[src/rtl/disc_fifo_arb_if.sv]
// Two discovery-frame sources and the sync_fifo write port shared between them.
// The arbiter takes the slave side; the frame generators and FIFO sit on the master side.
interface disc_fifo_arb_if #(
    parameter int unsigned W = 8
);
    logic         s0_valid;
    logic [W-1:0] s0_data;
    logic         s0_sop;
    logic         s0_eop;
    logic         s0_ready;

    logic         s1_valid;
    logic [W-1:0] s1_data;
    logic         s1_sop;
    logic         s1_eop;
    logic         s1_ready;

    logic [W+1:0] fifo_din;
    logic         fifo_wr_en;
    logic         fifo_full;

    modport slave (
        input  s0_valid, s0_data, s0_sop, s0_eop,
        output s0_ready,
        input  s1_valid, s1_data, s1_sop, s1_eop,
        output s1_ready,
        output fifo_din, fifo_wr_en,
        input  fifo_full
    );

    modport master (
        output s0_valid, s0_data, s0_sop, s0_eop,
        input  s0_ready,
        output s1_valid, s1_data, s1_sop, s1_eop,
        input  s1_ready,
        input  fifo_din, fifo_wr_en,
        output fifo_full
    );
endinterface

[src/rtl/disc_fifo_arb.sv]
// Frame-locked round-robin arbiter feeding one sync_fifo write port from two
// PPPoE discovery sources, with length truncation and stray-beat discard.
module disc_fifo_arb #(
    parameter int unsigned W       = 8,
    parameter int unsigned MAX_LEN = 1500,
    parameter int unsigned CNT_W   = 16
) (
    input  logic                 clk,
    input  logic                 rst_n,
    disc_fifo_arb_if.slave       bus,
    output logic                 cur_src,
    output logic                 busy,
    output logic [CNT_W-1:0]     frame_cnt,
    output logic [CNT_W-1:0]     drop_cnt
);

    localparam int unsigned LEN_W = $clog2(MAX_LEN);
    localparam logic [LEN_W-1:0] LAST_BEAT = LEN_W'(MAX_LEN - 1);

    typedef enum logic [1:0] {IDLE, XFER, DROP} state_t;

    state_t             state, state_d;
    logic               rr_ptr, rr_ptr_d;
    logic [LEN_W-1:0]   beat_cnt, beat_cnt_d;
    logic               cur_src_d;
    logic [CNT_W-1:0]   frame_cnt_d, drop_cnt_d;
    logic [1:0]         drop_inc;
    logic               frame_inc;

    logic               cand0, cand1, stray0, stray1;
    logic               src_valid, src_eop, last_beat;
    logic [W-1:0]       src_data;

    // Saturating increment: counters stick at all-ones rather than wrapping.
    function automatic logic [CNT_W-1:0] sat_add(input logic [CNT_W-1:0] cnt,
                                                 input logic [1:0]       inc);
        logic [CNT_W:0] sum;
        sum = {1'b0, cnt} + (CNT_W+1)'(inc);
        return sum[CNT_W] ? {CNT_W{1'b1}} : sum[CNT_W-1:0];
    endfunction

    assign cand0     = bus.s0_valid & bus.s0_sop;
    assign cand1     = bus.s1_valid & bus.s1_sop;
    assign stray0    = bus.s0_valid & ~bus.s0_sop;
    assign stray1    = bus.s1_valid & ~bus.s1_sop;
    assign src_valid = cur_src ? bus.s1_valid : bus.s0_valid;
    assign src_eop   = cur_src ? bus.s1_eop   : bus.s0_eop;
    assign src_data  = cur_src ? bus.s1_data  : bus.s0_data;
    assign last_beat = (beat_cnt == LAST_BEAT);
    assign busy      = (state != IDLE);

    always_ff @(posedge clk or negedge rst_n) begin
        if (!rst_n) begin
            state     <= IDLE;
            rr_ptr    <= 1'b0;
            beat_cnt  <= '0;
            cur_src   <= 1'b0;
            frame_cnt <= '0;
            drop_cnt  <= '0;
        end else begin
            state     <= state_d;
            rr_ptr    <= rr_ptr_d;
            beat_cnt  <= beat_cnt_d;
            cur_src   <= cur_src_d;
            frame_cnt <= frame_cnt_d;
            drop_cnt  <= drop_cnt_d;
        end
    end

    always_comb begin
        state_d        = state;
        rr_ptr_d       = rr_ptr;
        beat_cnt_d     = beat_cnt;
        cur_src_d      = cur_src;
        drop_inc       = 2'd0;
        frame_inc      = 1'b0;
        bus.s0_ready   = 1'b0;
        bus.s1_ready   = 1'b0;
        bus.fifo_wr_en = 1'b0;
        bus.fifo_din   = '0;

        case (state)
            IDLE: begin
                // Beats without sop outside a frame are swallowed and counted.
                bus.s0_ready = stray0;
                bus.s1_ready = stray1;
                drop_inc     = {1'b0, stray0} + {1'b0, stray1};
                if (cand0 | cand1) begin
                    state_d    = XFER;
                    cur_src_d  = (cand0 & cand1) ? rr_ptr : cand1;
                    beat_cnt_d = '0;
                end
            end

            XFER: begin
                if (cur_src) bus.s1_ready = ~bus.fifo_full;
                else         bus.s0_ready = ~bus.fifo_full;
                bus.fifo_wr_en = src_valid & ~bus.fifo_full;
                bus.fifo_din   = {(beat_cnt == '0), src_eop | last_beat, src_data};
                if (src_valid && !bus.fifo_full) begin
                    beat_cnt_d = beat_cnt + LEN_W'(1);
                    if (src_eop || last_beat) begin
                        frame_inc = 1'b1;
                        rr_ptr_d  = ~cur_src;
                        state_d   = src_eop ? IDLE : DROP;
                    end
                end
            end

            DROP: begin
                // Tail of an over-length frame: drained without touching the FIFO.
                if (cur_src) bus.s1_ready = 1'b1;
                else         bus.s0_ready = 1'b1;
                if (src_valid) begin
                    drop_inc = 2'd1;
                    if (src_eop) state_d = IDLE;
                end
            end

            default: state_d = IDLE;
        endcase

        frame_cnt_d = sat_add(frame_cnt, {1'b0, frame_inc});
        drop_cnt_d  = sat_add(drop_cnt, drop_inc);
    end

endmodule

[src/flat_wrapper.sv]
// flat-port wrapper written by rule: the top's interface ports become plain ports
module disc_fifo_arb_flat 
#(
    parameter int unsigned W       = 8,
    parameter int unsigned MAX_LEN = 1500,
    parameter int unsigned CNT_W   = 16
)
  (clk, rst_n, cur_src, busy, frame_cnt, drop_cnt, bus_s0_valid, bus_s0_data, bus_s0_sop, bus_s0_eop, bus_s0_ready, bus_s1_valid, bus_s1_data, bus_s1_sop, bus_s1_eop, bus_s1_ready, bus_fifo_din, bus_fifo_wr_en, bus_fifo_full);
  disc_fifo_arb_if #(.W(W)) bus_i ();
  input  logic clk;
  input  logic rst_n;
  output logic cur_src;
  output logic busy;
  output logic [CNT_W-1:0] frame_cnt;
  output logic [CNT_W-1:0] drop_cnt;
  input wire logic [$bits(bus_i.s0_valid)-1:0] bus_s0_valid;
  input wire logic [$bits(bus_i.s0_data)-1:0] bus_s0_data;
  input wire logic [$bits(bus_i.s0_sop)-1:0] bus_s0_sop;
  input wire logic [$bits(bus_i.s0_eop)-1:0] bus_s0_eop;
  output wire logic [$bits(bus_i.s0_ready)-1:0] bus_s0_ready;
  input wire logic [$bits(bus_i.s1_valid)-1:0] bus_s1_valid;
  input wire logic [$bits(bus_i.s1_data)-1:0] bus_s1_data;
  input wire logic [$bits(bus_i.s1_sop)-1:0] bus_s1_sop;
  input wire logic [$bits(bus_i.s1_eop)-1:0] bus_s1_eop;
  output wire logic [$bits(bus_i.s1_ready)-1:0] bus_s1_ready;
  output wire logic [$bits(bus_i.fifo_din)-1:0] bus_fifo_din;
  output wire logic [$bits(bus_i.fifo_wr_en)-1:0] bus_fifo_wr_en;
  input wire logic [$bits(bus_i.fifo_full)-1:0] bus_fifo_full;
  assign bus_i.s0_valid = bus_s0_valid;
  assign bus_i.s0_data = bus_s0_data;
  assign bus_i.s0_sop = bus_s0_sop;
  assign bus_i.s0_eop = bus_s0_eop;
  assign bus_s0_ready = bus_i.s0_ready;
  assign bus_i.s1_valid = bus_s1_valid;
  assign bus_i.s1_data = bus_s1_data;
  assign bus_i.s1_sop = bus_s1_sop;
  assign bus_i.s1_eop = bus_s1_eop;
  assign bus_s1_ready = bus_i.s1_ready;
  assign bus_fifo_din = bus_i.fifo_din;
  assign bus_fifo_wr_en = bus_i.fifo_wr_en;
  assign bus_i.fifo_full = bus_fifo_full;
  disc_fifo_arb #(.W(W), .MAX_LEN(MAX_LEN), .CNT_W(CNT_W)) u_core (.clk(clk), .rst_n(rst_n), .bus(bus_i), .cur_src(cur_src), .busy(busy), .frame_cnt(frame_cnt), .drop_cnt(drop_cnt));
endmodule
[config.mk]
export PLATFORM = sky130hd
export DESIGN_NAME = disc_fifo_arb_flat
export DESIGN_NICKNAME = d
export VERILOG_FILES = /design/src/rtl/disc_fifo_arb_if.sv /design/src/rtl/disc_fifo_arb.sv /design/src/flat_wrapper.sv
export SDC_FILE = /design/constraint.sdc
export NUM_CORES = 1
export LEC_CHECK = 0
export CORE_MARGIN = 3
export CORE_UTILIZATION = 52
export DETAILED_ROUTE_END_ITERATION = 6
export PLACE_DENSITY = 0.85
export SLEW_MARGIN = 20
export SYNTH_ARGS = -nofsm -noshare
export SYNTH_HDL_FRONTEND = slang
export SYNTH_SLANG_ARGS = --single-unit
[constraint.sdc]
create_clock -name clk -period 8.1 [get_ports clk]
set_clock_uncertainty 0.15 [all_clocks]
set_input_delay 0.81 -clock clk [delete_from_list [all_inputs] [get_ports clk]]
set_output_delay 0.81 -clock clk [all_outputs]
set_load 0.02 [all_outputs]
==> impl_results.md <==
- Largest stage delay, worst path: 0.56 ns
- Slew @ Worst Pin: 0.696 ns
- Setup TNS: 0 ns
- Synth top area cells: dfrtp_1, nand2_1, mux2i_1, xnor2_1, nor2_1
- CTS Sinks: 47
- Pins Over Slew Limit: 0
- CTS tree: yes
- Worst-path fanout max: 13
- Total power: 813 uW
- Die W: 77.4 um
- Final hold violations: 0
- Root buf cell: clkbuf_8
- Netlist cell types: 43
- Max_cap viols: 0
- Final setup vio count: 0
- #FFs+latches synth: 47
- Post-synthesis mux area share: 6.19%
- Largest net degree at the start of global routing: 48
- EDFF count, synth: 0
- Synth warnings: 0
- Syn_area_per_cell: 9.19 um^2
- PostCTS Resize Cnt: 0
- RD Place Congestion: 0.822
- Post-DRT Antenna Nets: 0
- Clk Latency, worst-skew pair: 0.30 ns
- Crit path arrival time: 4.04 ns
- Worst VDD drop: 0.223 mV
- Tightest Hold Check Type: primary input to asynchronous set/reset pin
- Layout cell share with drive strength beyond 1: 4.44%
- CP max stage cell: nor3b_1
- Leakage: 0.00155 uW
- Post-CTS Hold Buffers: 0
- Total Routing Usage GR: 22.6%
- F_max: 0.252 GHz
- Ant. Diodes: 0
- GR Overflow Total: 0
- Final wirelength: 6.35 mm
- Status: finished, final reports clean
- Relative slew slack: 53.6%
- Share of the clock period used by the worst path: 48.9%
- Area fraction of the dominant cell type after synthesis: 44.4%
- Final nets: 392
- RSZ-0062 raised after global routing: false
- Starting DRT DRC Count: 162
- Fillcell total: 381
- Drt wl/cell: 14.9 um
- Min cycle time layout: 3.96 ns
- Vias in the first global route: 2344
- Family with the most delay on the worst path: simple AND/OR/NAND/NOR gates
- Setup crit start kind: primary input
- Hpwl dp: 4.73 mm
- WP buf/inv: 2
- CTS clk-pin slew, worst paths: 0.09 ns
- Seq/Total Area, Yosys: 44.4%
- Main combinational cell family by area after synthesis: simple AND/OR/NAND/NOR gates
- Post-synthesis compound-gate area fraction: 8.13%
- Htree depth: 2
- DRT Pass-1 Iters: 4
- Crit path cell chain: clkdlybuf4s50_1 -> nor2b_1 -> ha_1 -> nor2_1 -> a211oi_1 -> ha_1 -> inv_1 -> fa_1 -> nor3b_1 -> nand3_1 -> nand3_1
- Most used DFF post-synth: dfrtp_1
- Vias: 2384
- PwrDens: 233 nW/um^2
- Port Buffers: 71
- Cells after Synth: 288
- First-pass GRT wire length: 10.9 mm
- Async SR Flop Fraction: 100%
- Area share of fa/ha/maj cells after synthesis: 4.06%
- Die area: 5980 um^2
- Post-synthesis simple-gate area fraction: 26.4%
- Design area: 3500 um^2
- Dpl cell area: 3410 um^2
- Total CTS buffers: 5
- Critical path capture point type: register
- Initial antenna violation count: 0
- DIE HEIGHT: 77.4 um
- Critical Path RT: 8.17 ns
- Initial core utilization: 55.0%
- Core box area: 4820 um^2
- # rows: 25
- CTS Buffer Depth: 2
- Area grow syn2layout: 32.0%
- Synth Cell Area: 2650 um^2
- Yosys top cell by area: dfrtp_1
- Ports: 72
- Post-CTS setup buffers: 0
- Critical path class: primary input to register
- Xor-xnor portion of the synthesized cell area: 7.61%
- Drt drc: 0
- Via/cell ratio: 5.58
- Syn Nets: 321
[worst paths after layout]
kind                                            start                             end  slack [ns]  cells after the start
max                                      bus_s1_valid   u_core.drop_cnt[13]$_DFF_PN0_        4.14                     11
min                                             rst_n  u_core.beat_cnt[6]$_DFFE_PN0P_        0.35                      1
max reg2reg                u_core.cur_src$_DFFE_PN0P_   u_core.drop_cnt[13]$_DFF_PN0_        4.38                      8
min reg2reg                 u_core.rr_ptr$_DFFE_PN0P_       u_core.rr_ptr$_DFFE_PN0P_        0.38                      1
max in group asynchronous                       rst_n    u_core.drop_cnt[4]$_DFF_PN0_        7.05                      1
min in group clk            u_core.rr_ptr$_DFFE_PN0P_       u_core.rr_ptr$_DFFE_PN0P_        0.38                      1
[kinds of logic (layout without fill, tap and decap cells)]
group | count (synthesis) | after routing
adder cells (fa/ha/maj) | 8 | 8
XOR/XNOR | 23 | 23
buffers and inverters | 22 | 94
flip-flops | 47 | 47
AND/OR/NAND/NOR | 138 | 138
AO/OA/AOI/OAI | 34 | 34
multiplexers | 16 | 16
[power breakdown]
group | internal, uW | total, uW | switching (uW)
combinational | 165 | 343 | 178
clock | 60.5 | 141 | 80.4
sequential | 269 | 329 | 60.0
[registers in the layout (all words and copies together) (netlist names)]
name              cells
u_core.drop_cnt      16
u_core.cur_src        1
u_core.state          2
u_core.frame_cnt     16
u_core.rr_ptr         1
u_core.beat_cnt      11
[cells in the mapped netlist (2+ instances only)]
library cell,instances
a22oi_1,2
or4_1,3
nor4_1,4
nor2b_1,3
xor2_1,11
dfrtp_1,47
mux2_2,3
nor3_1,10
mux2i_1,13
nand2b_1,3
buf_2,2
a21oi_1,8
o21ai_0,8
a21o_1,2
nand2_1,39
or3_1,4
nand4_1,7
nor2_1,27
o31ai_1,3
xnor2_1,12
nand3_1,19
and4_1,5
ha_1,7
clkbuf_1,4
or2_2,2
a31oi_1,3
and3_1,5
inv_1,15
o22ai_1,3
[cell type report]
class	count	area, um^2	share of cell area [%]
multi-input combinational	219	1390	39.7
sequential	47	1180	33.6
timing repair buffer	71	708	20.3
tap	67	83.8	2.40
clock buffer	6	72.6	2.08
inverter	15	56.3	1.61
clock inverter	2	12.5	0.358
[metal layers]
metal / wire, um / GRT usage (%) / vias to the layer above / part of all wire [%]
met5: 0 / 0 / - / 0
li1: - / - / 1160 / -
met3: 315 / 3.71 / 4 / 5.0
met2: 3170 / 38.0 / 73 / 50
met4: 49 / 6.58 / 0 / 0.77
met1: 2820 / 30.0 / 1147 / 44
[cells in the final DEF, fill, tap and decap left out, types with 5 or more instances in the layout]
master	count
a21oi_1	8
and3_1	5
and4_1	5
clkbuf_8	5
clkdlybuf4s50_1	70
dfrtp_1	47
ha_1	7
inv_1	15
mux2i_1	13
nand2_1	39
nand3_1	19
nand4_1	7
nor2_1	27
nor3_1	10
o21ai_0	8
xnor2_1	12
xor2_1	11
[per-stage QoR]
| step | setup WS (ns) | cells | util (%) | hold WS [ns] |
|---|---|---|---|---|
| finish | 4.14 | 427 | 72.6 | 0.353 |
| global route | 3.78 | 427 | 72.6 | 0.391 |
| CTS | 4.11 | 427 | 72.5 | 0.381 |
| detailed placement | 3.79 | 419 | 70.8 | 0.355 |
| global placement | 4.01 | 419 | 70.8 | 0.359 |
| floorplan | 4.81 | 288 | - | 0.332 |
Power figures use the tool's default switching activity.
